**src/rtl/piso_serializer.sv**
```systemverilog
// Parallel-in/serial-out shifter with valid/ready load and bit strobe.
// Back-to-back words shift with no idle bit between them.
module piso_serializer #(
   parameter int   WIDTH      = 8,
   parameter bit   LSB_FIRST  = 1'b0,
   parameter logic IDLE_LEVEL = 1'b0
) (
   input  logic             clk,
   input  logic             rst,
   input  logic [WIDTH-1:0] in_data,
   input  logic             in_valid,
   output logic             in_ready,
   input  logic             ser_en,
   output logic             ser_out,
   output logic             ser_valid,
   output logic             busy,
   output logic             done
);

   localparam int CW = (WIDTH > 2) ? $clog2(WIDTH) : 1;
   localparam logic [CW-1:0] LAST = CW'(WIDTH - 1);

   typedef enum logic {
      IDLE,
      SHIFT
   } state_t;

   state_t           state;
   logic [WIDTH-1:0] sreg;
   logic [CW-1:0]    cnt;
   logic             last_bit;
   logic             accept;
   logic             exit_bit;
   logic [WIDTH-1:0] sreg_nxt;

   assign last_bit = ser_en && (cnt == LAST);
   assign in_ready = (state == IDLE) || (state == SHIFT && last_bit);
   assign accept   = in_valid && in_ready;
   assign busy     = (state == SHIFT);

   assign exit_bit = LSB_FIRST ? sreg[0] : sreg[WIDTH-1];
   assign sreg_nxt = LSB_FIRST ? {1'b0, sreg[WIDTH-1:1]}
                               : {sreg[WIDTH-2:0], 1'b0};

   always_ff @(posedge clk) begin
      if (rst) begin
         state     <= IDLE;
         sreg      <= '0;
         cnt       <= '0;
         ser_out   <= IDLE_LEVEL;
         ser_valid <= 1'b0;
         done      <= 1'b0;
      end else begin
         unique case (state)
            IDLE: begin
               ser_out   <= IDLE_LEVEL;
               ser_valid <= 1'b0;
               done      <= 1'b0;
               if (accept) begin
                  sreg  <= in_data;
                  cnt   <= '0;
                  state <= SHIFT;
               end
            end
            SHIFT: begin
               if (ser_en) begin
                  ser_out   <= exit_bit;
                  ser_valid <= 1'b1;
                  if (cnt == LAST) begin
                     done <= 1'b1;
                     // reload on the last bit keeps the link gap-free
                     if (accept) begin
                        sreg <= in_data;
                        cnt  <= '0;
                     end else begin
                        sreg  <= sreg_nxt;
                        cnt   <= '0;
                        state <= IDLE;
                     end
                  end else begin
                     sreg <= sreg_nxt;
                     cnt  <= cnt + CW'(1);
                     done <= 1'b0;
                  end
               end else begin
                  ser_valid <= 1'b0;
                  done      <= 1'b0;
               end
            end
            default: state <= IDLE;
         endcase
      end
   end

endmodule

```
**config.mk**
```make
export PLATFORM = sky130hd
export DESIGN_NAME = piso_serializer
export DESIGN_NICKNAME = d
export VERILOG_FILES = /design/src/rtl/piso_serializer.sv
export SDC_FILE = /design/constraint.sdc
export NUM_CORES = 1
export LEC_CHECK = 0
export CAP_MARGIN = 20
export CORE_AREA = 8 8 47 49
export CTS_BUF_LIST = sky130_fd_sc_hd__clkbuf_8
export DETAILED_ROUTE_END_ITERATION = 10
export DIE_AREA = 0 0 55 57
export GPL_ROUTABILITY_DRIVEN = 1
export HOLD_SLACK_MARGIN = 0.1
export PLACE_DENSITY = 0.77
export SLEW_MARGIN = 15
export SYNTH_ARGS = -nofsm -noshare
export SYNTH_HDL_FRONTEND = slang
export SYNTH_SLANG_ARGS = --single-unit
```
**constraint.sdc**
```tcl
create_clock -name clk -period 1.7 [get_ports clk]
set_clock_uncertainty 0.15 [all_clocks]
set_input_delay 0.17 -clock clk [delete_from_list [all_inputs] [get_ports clk]]
set_output_delay 0.17 -clock clk [all_outputs]
set_load 0.05 [all_outputs]
```
==> out/results.ini <==
[setup_path]
reg2reg_from=cnt[0]
r2r_cells=5
cp_data_arrival_time_ns=1.32
required_ns=1.38
end_kind=output pin
cp_max_fo=3
max_stage_delay_ns=0.33
crit_buf_inv=2
cp_slowest_cell=dfxtp_2
crit_chain=ha_2 > ha_4 > buf_6 > nand2_4 > nand2_2 > buf_12
regToRegSetupSlack_ns=0.13
start_kind=flop
path_delay_family=adder cells
worst-setup-path-type=flop to output pin
r2r-end=sreg[6]

[routing]
num_vias=606
drt-initial-drc-count=22
avgRoutedWirePerCell_um=14.7
route.detailed.drc=0
routed_via_density=5.66
drt-total-wl_um=1580
first_pass_iters=4
drtAntennaViolNets=0

[finish]
antenna_cells=0
final_cell_area_sq_um=960
final_core_util=0.609
multi_input_area_sq_um=369
drive_above_1_share=0.300
fillCellCount=142
regArea_sq_um=302
nets=105
area_growth_syn_to_layout_pct=37.2
final_cells=107

[global_route]
antenna_found_initial=0
grt_pass1_vias=601
grt_pass1_wl_um=2480
overflow=0
grt_use_total=0.104
grt_start_max_net_pins=19

[synthesis]
yosys-top-cells-count=dfxtp_1, nand3_1, nor2_1
ys_seq_elements=15
synth.most_common_cell=dfxtp_1
ys.warnings.count=0
ys_seq_area_frac=0.429
synthTopCellsByArea=dfxtp_1, a311oi_2, nand3_1
synth_top_area_cell=dfxtp_1
synth_top_area_frac=0.429
synth_ff_type=dfxtp_1
synth_fp_nets=84
synth-edff-count=0
ys_async_sr_fraction=0
synthesis.instances=70
syn_avg_cell_area_sq_um=9.99
synth_cell_types=25
synth_area_sq_um=699

[clocking]
cts_sinks=15
cts_max_level=1
cts_root_buf=clkbuf_8
cts_made_buffers=3
cts_tree=built
path_clk_slew_ns=0.06
clockBufferDepth=2
ctsHoldBuffers=0
clk_latency_ns=0.25

[timing]
tightestPinTransition_ns=0.296
finalHoldViolations=0
slew_violations=0
fmaxAchievable_mhz=610
min_period_ns=1.64
tns_ns=0
setup_slack_ns=0.0611
finalCritPeriodShare=0.964
rsz0062_at_grt=false
setup_viol=0
holdWs_ns=0.341
slew_headroom=0.802

[min_path]
min_from=cnt[0]
holdCritPathClass=flop to flop
hold_end=cnt[0]
min_delay_path_depth=1

[pwr]
power.total_uw=825
ir_worst_vdd_mv=0.529
leakage_nw=0.370
p_per_area_nw_per_um2=860

[floorplan]
rows=15
dieArea_sq_um=3140
start_util=0.444
die_w_um=55
die_h_um=57
ioPinCount=17
core_area_sq_um=1580

[placed_design]
post-place-ws_ns=0.0245
dp.cells=103
gp_congestion=0.785
io_buffers=16
postPlaceCellArea_sq_um=882

[job]
drv_cap=0

[outcome]
status=completed

worst max path at each step:
stage | start | endpoint | slack [ns] | cells past startpoint
finish | cnt[0] | in_ready | 0.06 | 6
global route | cnt[0] | sreg[6] | 0.02 | 5
CTS | cnt[0] | in_ready | 0.003 | 6
detailed placement | ser_en | sreg[6] | 0.02 | 4
global placement | ser_en | sreg[7] | 0.08 | 4
floorplan | busy | sreg[7] | 0.07 | 3
worst reg2reg max path, stage by stage (launching register included):
cell and delay, ns:
dfxtp_2 0.33, ha_2 0.19, ha_4 0.16, nand3_1 0.22, nand3_1 0.13, a311oi_1 0.29
layout by cell type (no fill, tap or decap), drive strengths merged:
cell,n
mux2,1
nor3b,1
clkdlybuf4s50,11
o211ai,1
a311oi,7
and2,1
buf,9
nor2,9
mux2i,1
or2,1
nand3,8
nor3,1
nand2,2
inv,2
and3,1
a21oi,2
clkinv,1
a22o,3
dfxtp,15
clkbuf,3
o21ai,8
ha,2
layer usage:
layer	vias to the layer above	track usage	wire, um
li1	300	-	-
met1	277	0.121	698
met2	23	0.156	710
met3	6	0.0286	124
met4	0	0.0722	44
met5	-	0	0
power by group:
group	internal [mW]	switching (mW)
Combinational	0.0740	0.0786
Clock	0.162	0.125
Sequential	0.374	0.0118
cell type report:
| cell class | instances | area share |
|---|---|---|
| clock buffers | 3 | 0.0430 |
| clock inverters | 1 | 0.00522 |
| inverters | 2 | 0.0156 |
| multi-input cells | 49 | 0.385 |
| flip-flops and latches | 15 | 0.314 |
| well taps | 17 | 0.0222 |
| repair buffers | 20 | 0.215 |
sequential cells by signal, summed over array words and instances (netlist names):
signal     cells
cnt            3
sreg           8
done           1
ser_out        1
busy           1
ser_valid      1
logic make-up after synthesis:
group	share of synthesized area
AO/OA/AOI/OAI	0.234
adder cells (fa/ha/maj)	0.0358
buffers and inverters	0.0805
flip-flops	0.429
multiplexers	0.0358
AND/OR/NAND/NOR	0.184
timing repair:
| action | 4_1_cts | 5_1_grt |
|---|---|---|
| setup endpoints to repair | 1 | 2 |
| gates resized for setup | 4 | 5 |
| setup buffers | 0 | 0 |
| pin swaps | 0 | 0 |
(Power assumes the default switching activity.)
